$ cat src/rtl/pulse_pkg.sv
// pulse_pkg: shared types and constants for pulse_burst_gen.
//   state_e      - controller FSM states
//   LED_*        - bit positions of the fields on the LEDR debug bus
//   DEF_*        - default widths of the period and pulse counters
package pulse_pkg;

  typedef enum logic [1:0] {
    IDLE = 2'd0,
    RUN  = 2'd1,
    DONE = 2'd2
  } state_e;

  localparam int LED_GO     = 9;
  localparam int LED_BUSY   = 8;
  localparam int LED_CNT_HI = 7;
  localparam int LED_CNT_LO = 0;

  localparam int DEF_WIDTH   = 6;
  localparam int DEF_BURST_W = 8;

endpackage

$ cat src/rtl/pulse_burst_gen_period_counter.sv
// period_counter: free-running modulo-period counter.
//   clock, reset : clock, synchronous active-high reset
//   clr          : hold the count at zero
//   period       : modulus P (caller guarantees P >= 1 whenever clr is low)
//   tick         : high while cnt == P-1 (the cycle that wraps)
//   cnt          : current count, exported for debug display
module period_counter
  import pulse_pkg::*;
#(
  parameter int WIDTH = DEF_WIDTH
) (
  input  logic             clock,
  input  logic             reset,
  input  logic             clr,
  input  logic [WIDTH-1:0] period,
  output logic             tick,
  output logic [WIDTH-1:0] cnt
);

  logic [WIDTH-1:0] cnt_q, cnt_d;

  assign tick = (cnt_q == period - WIDTH'(1));
  assign cnt  = cnt_q;

  always_comb begin
    cnt_d = cnt_q + WIDTH'(1);
    if (clr || tick) cnt_d = '0;
  end

  always_ff @(posedge clock) begin
    if (reset) cnt_q <= '0;
    else       cnt_q <= cnt_d;
  end

endmodule

$ cat src/rtl/pulse_burst_gen.sv
// pulse_burst_gen: programmable-period strobe generator.
//   Continuous mode (mode=0): one-cycle go every P clocks while enabled.
//   Burst mode (mode=1): after start, exactly N go strobes, then one-cycle done.
// Ports:
//   clock, reset          : clock, synchronous active-high reset
//   enable                : master enable, dropping it aborts back to IDLE
//   mode, start           : mode select and burst request (sampled in IDLE)
//   divideby              : period P (0 behaves as 1)
//   burst_len             : burst strobe count N
//   go, busy, done        : registered strobe / run flag / end-of-burst strobe
//   LEDR                  : {go, busy, cnt[7:0]} debug bus
module pulse_burst_gen
  import pulse_pkg::*;
#(
  parameter int WIDTH   = DEF_WIDTH,
  parameter int BURST_W = DEF_BURST_W
) (
  input  logic               clock,
  input  logic               reset,
  input  logic               enable,
  input  logic               mode,
  input  logic               start,
  input  logic [WIDTH-1:0]   divideby,
  input  logic [BURST_W-1:0] burst_len,
  output logic               go,
  output logic               busy,
  output logic               done,
  output logic [9:0]         LEDR
);

  localparam int CW = (WIDTH < 8) ? WIDTH : 8;

  state_e             state_q, state_d;
  logic [WIDTH-1:0]   period_q, period_d;
  logic [BURST_W-1:0] pulses_q, pulses_d;
  logic               mode_q, mode_d;
  logic               go_q, go_d;
  logic               busy_q, busy_d;
  logic               done_q, done_d;

  logic               clr, tick;
  logic [WIDTH-1:0]   cnt;

  period_counter #(.WIDTH(WIDTH)) u_period (
    .clock  (clock),
    .reset  (reset),
    .clr    (clr),
    .period (period_q),
    .tick   (tick),
    .cnt    (cnt)
  );

  always_comb begin
    state_d  = state_q;
    period_d = period_q;
    pulses_d = pulses_q;
    mode_d   = mode_q;
    go_d     = 1'b0;
    done_d   = 1'b0;
    clr      = 1'b1;
    unique case (state_q)
      IDLE: begin
        // Period is re-sampled every idle cycle so it is valid on RUN entry.
        period_d = (divideby == '0) ? WIDTH'(1) : divideby;
        pulses_d = '0;
        if (enable && !mode) begin
          state_d = RUN;
          mode_d  = 1'b0;
        end else if (enable && mode && start) begin
          mode_d   = 1'b1;
          pulses_d = burst_len;
          state_d  = (burst_len == '0) ? DONE : RUN;
        end
      end
      RUN: begin
        if (!enable) begin
          // Abort wins over a coincident tick: no go, no done.
          state_d  = IDLE;
          pulses_d = '0;
        end else begin
          clr  = 1'b0;
          go_d = tick;
          if (tick && mode_q) begin
            if (pulses_q == BURST_W'(1)) begin
              state_d  = DONE;
              pulses_d = '0;
            end else begin
              pulses_d = pulses_q - BURST_W'(1);
            end
          end
        end
      end
      DONE: begin
        done_d  = 1'b1;
        state_d = IDLE;
      end
      default: state_d = IDLE;
    endcase
    busy_d = (state_d == RUN);
  end

  always_ff @(posedge clock) begin
    if (reset) begin
      state_q  <= IDLE;
      period_q <= '0;
      pulses_q <= '0;
      mode_q   <= 1'b0;
      go_q     <= 1'b0;
      busy_q   <= 1'b0;
      done_q   <= 1'b0;
    end else begin
      state_q  <= state_d;
      period_q <= period_d;
      pulses_q <= pulses_d;
      mode_q   <= mode_d;
      go_q     <= go_d;
      busy_q   <= busy_d;
      done_q   <= done_d;
    end
  end

  assign go   = go_q;
  assign busy = busy_q;
  assign done = done_q;

  assign LEDR[LED_GO]                  = go_q;
  assign LEDR[LED_BUSY]                = busy_q;
  assign LEDR[LED_CNT_HI:LED_CNT_LO]   = 8'(cnt[CW-1:0]);

endmodule

$ cat config.mk
export PLATFORM = sky130hd
export DESIGN_NAME = pulse_burst_gen
export DESIGN_NICKNAME = d
export VERILOG_FILES = /design/src/rtl/pulse_pkg.sv /design/src/rtl/pulse_burst_gen_period_counter.sv /design/src/rtl/pulse_burst_gen.sv
export SDC_FILE = /design/constraint.sdc
export NUM_CORES = 1
export LEC_CHECK = 0
export CAP_MARGIN = 0
export CORE_ASPECT_RATIO = 1.25
export CORE_MARGIN = 4
export CORE_UTILIZATION = 54
export DETAILED_ROUTE_END_ITERATION = 10
export GPL_ROUTABILITY_DRIVEN = 0
export PLACE_DENSITY = 0.8
export SYNTH_ARGS = -nofsm -noshare
export SYNTH_HDL_FRONTEND = slang
export SYNTH_SLANG_ARGS = --single-unit
$ cat constraint.sdc
create_clock -name clock -period 3.95 [get_ports clock]
set_clock_uncertainty 0.1 [all_clocks]
set_input_delay 0.395 -clock clock [delete_from_list [all_inputs] [get_ports clock]]
set_output_delay 0.395 -clock clock [all_outputs]
set_load 0.01 [all_outputs]
After elaboration in Yosys (flattened, before gate mapping). Cells that the tools add are included.

Flip-flop bits (word level): 26. Output and inout bits: 13. Logic and storage cells: 53.

Add/subtract/negate cells: 3. Equality and inequality tests: 6. Multiplexer cells: 19. Bitwise operators: 2. Reductions and logical operators: 15.

Operators by type and width (count): 8-bit 2-to-1 mux (5); 8-bit one-hot mux with 2 select lines (1); 2-bit 2-to-1 mux (6); 8-bit by 1-bit == test with 1-bit output, second input constant (1); 8-bit zero test (1); 8-bit by 1-bit subtractor with 8-bit output, second input constant (1); 6-bit by 1-bit adder with 6-bit output, second input constant (1); 6-bit == test (1); 6-bit zero test (1); 6-bit 2-to-1 mux (1); 6-bit by 1-bit subtractor with 6-bit output, second input constant (1); 1-bit 2-to-1 mux (5); 2-bit by 1-bit == test with 1-bit output, second input constant (2); 1-bit logical AND (4); 2-bit one-hot mux with 2 select lines (1); 2-bit AND reduction (2); 2-bit nonzero test (2); 3-bit inequality test, second input constant (1); 3-bit OR reduction (1); 2-bit == test, second input constant (1); 2-bit zero test (1); 1-bit inverter (2); 2-bit OR reduction (1); 1-bit zero test (1); 1-bit logical OR (1).

Depth between registers and ports, before layout. Gate-level depths: netlist (run 1).

Word-level depth: 7. Gate-level depth with buffers: 7. Mapped depth without buffers: 7.

Cells and area by module. A second synthesis (run 1) with hierarchy kept.

Cell total of the unflattened synthesis: 174. Area total of the unflattened synthesis: 1470.2 um^2.

By module, submodules not included: pulse_burst_gen (times used 1, cells each 127, area each 1044.8 um^2, seq. area each 400.4 um^2); period_counter (times used 1, cells each 47, area each 425.4 um^2, seq. area each 120.1 um^2).

Least setup slack after synthesis (run 1). No wires, ideal clock.

Path type: flip-flop to flip-flop. From: reg period_q[0]. To: reg pulses_q[1]. Library setup time: 0.121 ns. Data arrival time: 1.933 ns. Path slack: 1.796 ns. Cell stages (with the launch flop): 8. Buffers on the path: 0. Period minus slack after synthesis: 2.154 ns. Cells stage by stage: dfxtp_1 inv_1 ha_1 and2_4 a211o_1 a32o_2 a21oi_4 mux2_2.

Longest elaborated chain between the ends: 5.

Ends and longest elaborated chain: start, declared (line pulse_burst_gen.sv:34) `logic [WIDTH-1:0] period_q, period_d;`; start signal, assigned (line pulse_burst_gen.sv:113) `period_q <= period_d;`; 6-bit by 1-bit subtractor with 6-bit output (line pulse_burst_gen_period_counter.sv:22) `assign tick = (cnt_q == period - WIDTH'(1));`; 6-bit == test (line pulse_burst_gen_period_counter.sv:22); 1-bit logical AND (line pulse_burst_gen.sv:83) `if (tick && mode_q) begin`; 3-bit inequality test (no line); 2-bit AND reduction (no line); end signal, assigned (line pulse_burst_gen.sv:114) `pulses_q <= pulses_d;`; end, declared (line pulse_burst_gen.sv:35) `logic [BURST_W-1:0] pulses_q, pulses_d;`.

Every way passes these cells. A chain may end at the register's enable or synchronous reset.

Final worst setup path (run 1). Ends and elaborated chain as after synthesis.

==> flow_metrics.tcl, run 1 <==
set metrics [dict create \
    drive_gt1_frac 0.0667 \
    power.density_nw_per_um2 324 \
    cts_tree "done" \
    pwr-share-comb 0.205 \
    grt_setup_unrepaired "false" \
    critPathMaxFanout 7 \
    post_cts_resized 0 \
    slowest_stage "dfxtp_1" \
    grt_overflow 0 \
    cp_cell_sequence "inv_1, ha_1, and2_4, a211o_1, a32o_2, a21oi_4, mux2_2" \
    core_area_sq_um 2650 \
    die_w_um 54.9 \
    drt_pass1_iterations 4 \
    io_buffers 29 \
    synth_commonest_cells "dfxtp_1 (26), nor2_1 (21), nand2_1 (17)" \
    vias 1419 \
    first_iter_violations 63 \
    criticalPathCategory "flip-flop to flip-flop" \
    drcViolationCount 0 \
    tightest_slew_ps 723 \
    p_sw_uw 158 \
    finalSetupViolations 0 \
    die_h_um 66.6 \
    hpwl_um 2730 \
    cts_max_path_buffers 2 \
    seq_power_share 0.484 \
    ys_seq_elements 26 \
    die_area_sq_um 3660 \
    numCtsBuffers 3 \
    root_buffer "clkbuf_4" \
    grt_pass1_vias 1314 \
    switching_share 0.265 \
    finalCritPeriodShare 0.591 \
    grt_max_degree 21 \
    synth_area_sq_um 1490 \
    status "finished clean" \
    cp.required_ps 4090 \
    clk_latency_ps 330 \
    totalWireLength_um 3470 \
    fin_ws_ps 1620 \
    p_leak_nw 0.717 \
    syn_inst 183 \
    intPower_uw 437 \
    gr-usage-all-layers 0.205 \
    syn_area_per_cell_sq_um 8.12 \
    regArea_sq_um 520 \
    post_cts.repair.setup_buffers 0 \
    hold_violations 0 \
    multiInputGateArea_sq_um 890 \
    post-place-ws_ps 1640 \
    start_kind "flip-flop" \
    clock_power_share 0.310 \
    vias_per_cell 5.82 \
    drt-wirelength-per-cell_um 14.2 \
    synth_top_area_share 0.350 \
    synth.most_common_cell "dfxtp_1" \
    io_pins 32 \
    grt_first_pass_wirelength_um 5550 \
    max_freq_mhz 428 \
    worstPathArrival_ps 2470 \
    yosysTopAreaCell "dfxtp_1" \
    endpoint_kind "flip-flop" \
    ys_dominant_reg_cell "dfxtp_1" \
    cts-htree-levels 1 \
    cap_viol_max_count 0 \
    setup_tns_ps 0 \
    rows 21 \
    irDropWorstVdd_v 0.000205 \
    maxSlewHeadroom 0.516 \
    cts.sinks 26 \
    insertedDiodeCount 0 \
    syn_to_final_growth_pct 23.4 \
    hp-class "flip-flop to flip-flop" \
    start_util 0.560 \
    final_nets 234 \
    hold_buffers 0 \
    min_period_ps 2330 \
    cts.reportedPaths.clkPinSlew_ps 140 \
    maxSlewViolCount 0 \
    synthArstFlopShare 0 \
    fillers 214 \
    ys_warn_count 0 \
    antenna_found_initial 0 \
    synthTopCellsByArea "dfxtp_1 (35%), a21oi_1 (5.4%), nor2_1 (5.3%)" \
    synth_cell_types 44 \
    synth_edf_count 0 \
    drtAntennaViolNets 0 \
    seq_area_frac_synth 0.350 \
    cpPeakStageDelay_ps 410 \
]
layout make-up:
type	instances	area share
Timing Repair Buffer	29	0.158
Tap cell	34	0.0232
Multi-Input combinational cell	141	0.485
Sequential cell	26	0.284
Inverter	10	0.0205
Clock inverter	1	0.0164
Clock buffer	3	0.0123
final timing paths:
| check | from | end | slack, ps | cells after the start |
|---|---|---|---|---|
| hold / removal | period_q[5]$_SDFFE_PP0P_ | period_q[5]$_SDFFE_PP0P_ | 390 | 2 |
| setup reg to reg | period_q[0]$_SDFFE_PP0P_ | pulses_q[1]$_SDFFE_PP0P_ | 1620 | 7 |
| setup / recovery | period_q[0]$_SDFFE_PP0P_ | pulses_q[1]$_SDFFE_PP0P_ | 1620 | 7 |
| hold reg to reg | period_q[5]$_SDFFE_PP0P_ | period_q[5]$_SDFFE_PP0P_ | 390 | 2 |
worst max-delay path: cells and delay by family (launching register included):
kind                     cells  cell delay (ps)
AO/OA/AOI/OAI                3              880
buffers and inverters        1               80
multiplexers                 1              370
adder cells (fa/ha/maj)      1              240
flip-flops                   1              410
AND/OR/NAND/NOR              1              160
power groups by stage:
stage / registers, mW / clock network (mW) / logic (mW)
3_3_place_gp: 0.293 / 0 / 0.117
2_1_floorplan: 0.290 / 0 / 0.0829
5_1_grt: 0.290 / 0.199 / 0.135
6_report: 0.288 / 0.185 / 0.122
3_5_place_dp: 0.294 / 0 / 0.120
4_1_cts: 0.288 / 0.188 / 0.121
state kept, by name, summed over array words and instances (netlist names):
| signal | count |
|---|---|
| busy | 1 |
| done | 1 |
| go | 1 |
| mode_q | 1 |
| period_q | 6 |
| pulses_q | 8 |
| state_q | 2 |
| u_period.cnt | 6 |
layer usage:
metal  vias to the layer above  wire (um)  GRT usage
met5                         -          0          0
met4                         0         80     0.0729
met1                       661       1340      0.209
met3                        11        157     0.0201
li1                        702          -          -
met2                        45       1890      0.404
layout by cell type, fill, tap and decap left out, types with 3 or more instances in the layout:
cell             netlist  routed
nand2_1               17      17
mux2_2                 3       3
a21oi_1               16      16
xor2_1                 6       6
nor2_1                21      21
and3_1                 3       3
ha_1                   4       4
nand3_1                5       5
a31oi_1                3       3
dfxtp_1               26      26
inv_1                 10      10
nor3_1                 7       7
clkdlybuf4s50_1        0      29
o21ai_0                6       6
clkbuf_4               0       3
and2_1                 3       3
xnor2_1                7       7
mux2i_1                3       3
or4_1                  4       4
stage by stage:
stage / total power, mW / cells / hold slack (ps) / util / cell area [sq um]
after detailed placement: 0.414 / 240 / 380 / 0.671 / 1780
after global routing: 0.624 / 244 / 421 / 0.691 / 1830
final: 0.595 / 244 / 394 / 0.691 / 1830
after global placement: 0.410 / 240 / 371 / 0.671 / 1780
after floorplan: 0.373 / 184 / 348 / - / 1490
after CTS: 0.597 / 244 / 399 / 0.691 / 1830
cells by family after synthesis:
family          count (synthesis)  share of synthesized area
fa+ha+maj                       4                     0.0337
simple gates                   73                      0.243
buf+inv                        17                     0.0531
other cells                     1                    0.00252
compound gates                 43                      0.198
flops                          26                      0.350
mux                             6                     0.0430
xor+xnor                       13                     0.0767
No activity file was read; power rests on OpenSTA's default activity.
==> run 2: changes to the inputs <==
- CORE_UTILIZATION: 54 -> 45
- PLACE_DENSITY: 0.8 -> 0.71
- clock period: 3.95 -> 2.05 ns (I/O delays scaled with it)
==> flow_metrics.tcl, run 2 (synthesized netlist as in run 1, its figures left out) <==
set metrics [dict create \
    status "finished clean" \
    slowest_stage "dfxtp_2" \
    io_pins 32 \
    hp-class "flip-flop to flip-flop" \
    grt_first_pass_wirelength_um 6550 \
    hold_violations 0 \
    intPower_uw 812 \
    start_util 0.465 \
    syn_to_final_growth_pct 35.0 \
    power.density_nw_per_um2 564 \
    max_freq_mhz 496 \
    post-place-ws_ps -32.3 \
    insertedDiodeCount 0 \
    endpoint_kind "flip-flop" \
    root_buffer "clkbuf_8" \
    stdcell_area_sq_um 2000 \
    critPathMaxFanout 4 \
    r2r_end "pulses_q[4]$_SDFFE_PP0P_" \
    drive_gt1_frac 0.177 \
    grt_setup_unrepaired "true" \
    maxSlewViolCount 0 \
    hold_path_depth 2 \
    r2r_cells 7 \
    largest_reg_flops 8 \
    antenna_found_initial 0 \
    tightest_slew_ps 506 \
    rrSetupSlack_ps 30 \
    final_cell_mix "clkdlybuf4s50_1 (29), dfxtp_1 (24), nor2_1 (21), nand2_1 (17), buf_4 (16)" \
    drt-wirelength-per-cell_um 14.8 \
    finalCritPeriodShare 0.984 \
    gr-usage-all-layers 0.197 \
    seq_power_share 0.490 \
    clock_power_share 0.255 \
    start_kind "flip-flop" \
    min_period_ps 2020 \
    grt_max_degree 20 \
    cts.reportedPaths.clkPinSlew_ps 90 \
    die_h_um 72.2 \
    cp_cell_sequence "inv_2, ha_4, and2_4, a211o_1, a32o_2, a21oi_4, mux2_4" \
    cts-htree-levels 1 \
    drcViolationCount 0 \
    min_to "period_q[5]$_SDFFE_PP0P_" \
    fillers 278 \
    r2r-start "period_q[0]$_SDFFE_PP0P_" \
    cp.depth 7 \
    vias_per_cell 5.51 \
    hold_buffers 0 \
    maxSlewHeadroom 0.662 \
    switching_share 0.281 \
    setup_tns_ps 0 \
    irDropWorstVdd_v 0.000421 \
    rows 23 \
    cp_top_family "compound AO/OA/AOI/OAI gates" \
    hpwl_um 3070 \
    fin_util 0.627 \
    drt_pass1_iterations 4 \
    final_nets 251 \
    cpPeakStageDelay_ps 350 \
    totalWireLength_um 3890 \
    fin_ws_ps 33.8 \
    grt_pass1_vias 1460 \
    layout_commonest_cell "clkdlybuf4s50_1" \
    cp_num_buf_inv 1 \
    cts_tree "done" \
    vias 1448 \
    first_iter_violations 44 \
    cts.sinks 26 \
    cap_viol_max_count 0 \
    die_area_sq_um 4290 \
    multiInputGateArea_sq_um 935 \
    regArea_sq_um 523 \
    pwr-share-comb 0.255 \
    worstPathArrival_ps 2080 \
    place_area_sq_um 1890 \
    cp.required_ps 2110 \
    core_area_sq_um 3190 \
    fin_cells 263 \
    die_w_um 59.4 \
    cts_max_path_buffers 2 \
    io_buffers 29 \
    min_from "period_q[5]$_SDFFE_PP0P_" \
    regMostFlops "pulses_q" \
    grt_overflow 0 \
    clk_latency_ps 270 \
    total_power_mw 1.13 \
    p_leak_nw 0.799 \
    drtAntennaViolNets 0 \
    finalSetupViolations 0 \
    criticalPathCategory "flip-flop to flip-flop" \
    p_sw_uw 318 \
    dp_cells 255 \
    hold_ws_ps 390 \
    numCtsBuffers 3 \
]
-- run 2: changes by cell type in the layout (fill, tap and decap cells not counted), moves of 3 or more --
cell and delta:
mux2_4 +3, buf_4 +16, clkbuf_4 -3, clkbuf_8 +3
mux2_2 -3
-- run 2: worst min-delay path, cell delays in order (launching register included) --
cell and delay [ps]:
dfxtp_1 340, nand2_1 60, a21oi_1 50
-- run 2: layout make-up --
type                            instances  area share
Timing Repair Buffer                   46       0.210
Multi-Input combinational cell        141       0.466
Sequential cell                        26       0.261
Tap cell                               37      0.0231
Inverter                               10      0.0187
Clock buffer                            3      0.0206
-- run 2: routing by layer --
| layer | GRT usage | wire, um | vias to the layer above |
|---|---|---|---|
| met5 | 0 | 0 | - |
| met4 | 0.0907 | 133 | 0 |
| met3 | 0.0231 | 152 | 12 |
| met2 | 0.361 | 2040 | 40 |
| met1 | 0.219 | 1560 | 660 |
| li1 | - | - | 736 |
-- run 2: worst max path at each step --
stage / from / to
finish: period_q[0]$_SDFFE_PP0P_ / pulses_q[4]$_SDFFE_PP0P_
global route: period_q[0]$_SDFFE_PP0P_ / pulses_q[7]$_SDFFE_PP0P_
CTS: period_q[1]$_SDFFE_PP0P_ / pulses_q[4]$_SDFFE_PP0P_
detailed placement: period_q[0]$_SDFFE_PP0P_ / pulses_q[2]$_SDFFE_PP0P_
global placement: burst_len[2] / busy$_SDFF_PP0_
floorplan: period_q[0]$_SDFFE_PP0P_ / pulses_q[1]$_SDFFE_PP0P_
-- run 2: what timing repair did --
| action | CTS | global route |
|---|---|---|
| resized for setup | 2 | 9 |
| buffers inserted | 1 | 4 |
| endpoints found under the setup margin | 7 | 7 |
| pin swaps | 1 | 3 |
-- run 2: power by group through the flow --
stage	combinational, mW	clock [mW]	sequential, mW
6_report	0.288	0.288	0.554
5_1_grt	0.316	0.310	0.558
4_1_cts	0.263	0.291	0.554
3_5_place_dp	0.255	0	0.567
3_3_place_gp	0.249	0	0.565
2_1_floorplan	0.163	0	0.560
==> RTL change 1: new RTL, settings of run 2 <==
Encoding of `state_e`: now one-hot (3 bits for 3 states).
--- a/src/rtl/pulse_pkg.sv
+++ b/src/rtl/pulse_pkg.sv
@@ -4,10 +4,10 @@
 //   DEF_*        - default widths of the period and pulse counters
 package pulse_pkg;
 
-  typedef enum logic [1:0] {
-    IDLE = 2'd0,
-    RUN  = 2'd1,
-    DONE = 2'd2
+  typedef enum logic [2:0] {
+    IDLE = 3'b001,
+    RUN  = 3'b010,
+    DONE = 3'b100
   } state_e;
 
   localparam int LED_GO     = 9;
Behaviour: same outputs for any inputs over 10 cycles, from zero or initial values and one cycle with reset high; not proved beyond that.
==> RTL change 1 against run 2 <==
The run now ends with negative setup slack left; wire length increased by 15%; sequential cell count increased by 1; synthesized area increased by 4.0%; total power increased by 9.8%; clock power increased by 5%; design area increased by 6.2%; worst setup slack got worse by 360 ps; sequential power increased by 3.8%; critical endpoint is now pulses_q[3]$_SDFFE_PP0P_; largest cell class unchanged; highest routed layer unchanged.
==> RTL change 1: results (changes against run 2) <==
Status
  – Status: complete, but fails checks (was finished, final reports clean)
  – Failing checks: negative setup slack

Timing
  – Fin worst setup slack: -329.9 ps (was 33.78 ps)
  – Slew HR: 65.88% (was 66.16%)
  – Final setup viols: 17 (was 0)
  – Setup_tns: -3279 ps (was 0 ps)

Yosys
  – Adder-Cell Fraction of Synth Area: 3.239% (was 3.370%)
  – Post-synthesis cell type count: 45 (was 44)
  – Synth area leaders: dfxtp_1 35%, nand2_1 5.3%, a21oi_1 5.2% (was dfxtp_1 35%, a21oi_1 5.4%, nor2_1 5.3%)
  – Post-synthesis xor/xnor area fraction: 6.802% (was 7.666%)
  – Mux contribution to synthesized area: 0% (was 4.297%)
  – Sequential-to-total area share from yosys stat: 34.98% (was 35.05%)
  – Syn Area/Cell: 8.006 sq um (was 8.116 sq um)

Place
  – Final HPWL DP: 3.477 mm (was 3.066 mm)
  – Placed insts: 273 (was 255)

Setup path
  – Largest stage delay on the critical path: 530 ps (was 350 ps)
  – Top delay family on crit path: simple AND/OR/NAND/NOR gates (was compound AO/OA/AOI/OAI gates)

Routing
  – Drt total wl: 4.450 mm (was 3.886 mm)
  – Number of DRC markers in iteration 0: 58 (was 44)

Final layout
  – Filler cells: 301 (was 278)
  – Seq_cells: 27 (was 26)
  – Multi-input logic area: 0.001013 sq mm (was 934.6 sq um)
  – Data buffer area share: 21.21% (was 21.04%)
  – Share of post-route cells with drive strength above 1: 19.09% (was 17.70%)
  – Non-clock buffer count in the final layout: 50 (was 46)
  – Fin area: 0.002130 sq mm (was 0.002004 sq mm)
  – Inverters, non-clock: 8 (was 10)

Power and ir drop
  – P_comb: 364 uW (was 288 uW)
  – Leakage Power: 0.7774 nW (was 0.7990 nW)
  – Clock power frac: 24.3% (was 25.5%)
  – P_int: 859.4 uW (was 811.9 uW)

Die
  – Die ar.: 0.004441 sq mm (was 0.004289 sq mm)

Global route
  – Number of global-route vias before repair: 1681 (was 1460)
-- RTL change 1: cell types whose count changed in the layout (fill, tap and decap cells not counted), sizes merged, moves of 3 or more --
cell   before  now
a32oi       1    4
nand3       5   11
or3         1    6
a22oi       0    5
mux2        3    0
nand2      17   22
nor4        1    6
buf        17   21
nor2       21   14
mux2i       3    0
o21ai       6   10
-- RTL change 1: repair_timing --
item	4_1_cts	5_1_grt
gates resized for setup	13	4
pin swaps	13	2
endpoints found under the setup margin	16	17
setup buffers	1	0
-- RTL change 1: final timing paths --
path	cells after the start	to	slack, ps	from
setup / recovery	6	pulses_q[3]$_SDFFE_PP0P_	-330	period_q[1]$_SDFFE_PP0P_
hold / removal	2	period_q[5]$_SDFFE_PP0P_	370	period_q[5]$_SDFFE_PP0P_
setup reg to reg	6	pulses_q[3]$_SDFFE_PP0P_	-330	period_q[1]$_SDFFE_PP0P_
hold reg to reg	2	period_q[5]$_SDFFE_PP0P_	370	period_q[5]$_SDFFE_PP0P_
==> RTL change 2: new RTL, flow settings as in run 2 <==
Without the edit above. Set the package constant `DEF_BURST_W` to 6 (it was 8).
--- a/src/rtl/pulse_pkg.sv
+++ b/src/rtl/pulse_pkg.sv
@@ -16,7 +16,7 @@
   localparam int LED_CNT_LO = 0;
 
   localparam int DEF_WIDTH   = 6;
-  localparam int DEF_BURST_W = 8;
+  localparam int DEF_BURST_W = 6;
 
 endpackage
 
Ports: changed (resized burst_len); port bits go from 32 to 30. No check against the original RTL was run, so the function may have changed too.
==> RTL change 2 against run 2 <==
The run now ends with negative setup slack left; design area down 8.1%; core utilization grew 3.4 points; synthesized area decreased by 9.0%; total power is 15% lower; wire length fell by 15%; sequential cell count is 2 lower; sequential power down 8.5%; worst setup slack worse by 130 ps; critical path type unchanged; critical endpoint is now pulses_q[1]$_SDFFE_PP0P_; largest power group unchanged.
==> RTL change 2: results (changes against run 2) <==
Setup path
  – Critical Path Fanout Max: 5 (was 4)
  – Worst r2r dst: pulses_q[1]$_SDFFE_PP0P_ (was pulses_q[4]$_SDFFE_PP0P_)
  – Arrival time worst endpoint: 2260 ps (was 2080 ps)
  – Worst Reg-to-Reg Cells: 6 (was 7)

Clocking
  – Reg clk slew, reported paths: 130 ps (was 90 ps)
  – Worst-Skew Late Latency: 320 ps (was 270 ps)
  – Root Driver: clkbuf_4 (was clkbuf_8)
  – Post-CTS setup buffer count: 2 (was 1)

Place
  – Final HPWL DP: 2.581 mm (was 3.066 mm)

Yosys
  – Adder-Cell Fraction of Synth Area: 3.704% (was 3.370%)
  – Post-synthesis cell type count: 42 (was 44)
  – Top post-synthesis cells by count: 24 x dfxtp_1, 22 x nor2_1, 10 x nand2_1 (was 26 x dfxtp_1, 21 x nor2_1, 17 x nand2_1)
  – Sequential-to-total area share from yosys stat: 35.56% (was 35.05%)
  – Top-area cell type share of the netlist area: 35.56% (was 35.05%)
  – Compound-Gate Fraction of Synth Area: 17.13% (was 19.80%)
  – Synth area leaders: dfxtp_1 36%, nor2_1 6.1%, xnor2_1 5.2% (was dfxtp_1 35%, a21oi_1 5.4%, nor2_1 5.3%)
  – Post-synthesis xor/xnor area fraction: 8.426% (was 7.666%)
  – Mux contribution to synthesized area: 5.926% (was 4.297%)

Timing
  – Fin worst setup slack: -95.79 ps (was 33.78 ps)
  – Setup_tns: -456.7 ps (was 0 ps)
  – Worst slew pin tran: 537.1 ps (was 505.7 ps)
  – Final setup viols: 6 (was 0)

Power and ir drop
  – Power per Cell Area: 521.1 mW/mm^2 (was 563.6 mW/mm^2)
  – P_int: 692.2 uW (was 811.9 uW)
  – Clk. pwr: 207 uW (was 288 uW)
  – Seq. pwr: 507 uW (was 554 uW)
  – Leakage Power: 0.7383 nW (was 0.7990 nW)

Status
  – Failing checks: negative setup slack
  – Status: complete, but fails checks (was finished, final reports clean)

Final layout
  – Share of post-route cells with drive strength above 1: 21.00% (was 17.70%)
  – Nets: 223 (was 251)

Global route
  – Number of global-route vias before repair: 1189 (was 1460)
  – Gr usage total: 16.71% (was 19.68%)

Routing
  – Drt total wl: 3.302 mm (was 3.886 mm)

Hold path
  – Hold Path Depth: 3 (was 2)
  – HP Class: in -> reg (was reg -> reg)
==> RTL change 2: layout make-up <==
type	count	area, sq um
sequential	24	486.7
tap	34	42.54
inverter	6	22.52
fill	268	942.2
multi-input combinational	121	848.3
timing repair buffer	46	420.4
clock buffer	3	22.52
==> RTL change 2: worst min path at each step <==
stage / start / to / slack, ps
2_1_floorplan: mode / state_q[1]$_SDFF_PP0_ / 230
3_3_place_gp: period_q[5]$_SDFFE_PP0P_ / period_q[5]$_SDFFE_PP0P_ / 390
3_5_place_dp: period_q[1]$_SDFFE_PP0P_ / period_q[1]$_SDFFE_PP0P_ / 400
4_1_cts: divideby[5] / period_q[5]$_SDFFE_PP0P_ / 350
5_1_grt: divideby[2] / period_q[2]$_SDFFE_PP0P_ / 360
6_report: divideby[2] / period_q[2]$_SDFFE_PP0P_ / 350
==> RTL change 2: critical path, cell delays in order (launching register included) <==
cell	delay (ps)
dfxtp_2	350
or4_4	540
o21ai_2	140
nand4_2	100
o41a_1	390
buf_6	140
mux2_4	290
==> RTL change 2: logic make-up (layout without fill, tap and decap cells) <==
logic type | Yosys count | after routing
compound gates | 34 | 34
other cells | 1 | 2
xor+xnor | 13 | 13
fa+ha+maj | 4 | 4
mux | 6 | 6
buf+inv | 15 | 55
simple gates | 62 | 62
flops | 24 | 24
==> RTL change 2: stage by stage <==
stage	instance area [sq um]	std cells	util (%)
3_5_place_dp	1757	229	63.07
4_1_cts	1815	234	65.18
6_report	1843	234	66.17
2_1_floorplan	1373	160	-
3_3_place_gp	1757	229	63.07
5_1_grt	1843	234	66.17
==> RTL change 2: metal layers <==
layer | track usage [%] | wire length (microns) | vias up
li1 | - | - | 634
met1 | 19.75 | 1332 | 584
met5 | 0 | 0 | -
met4 | 6.701 | 51 | 0
met2 | 28.97 | 1784 | 29
met3 | 3.166 | 134 | 5
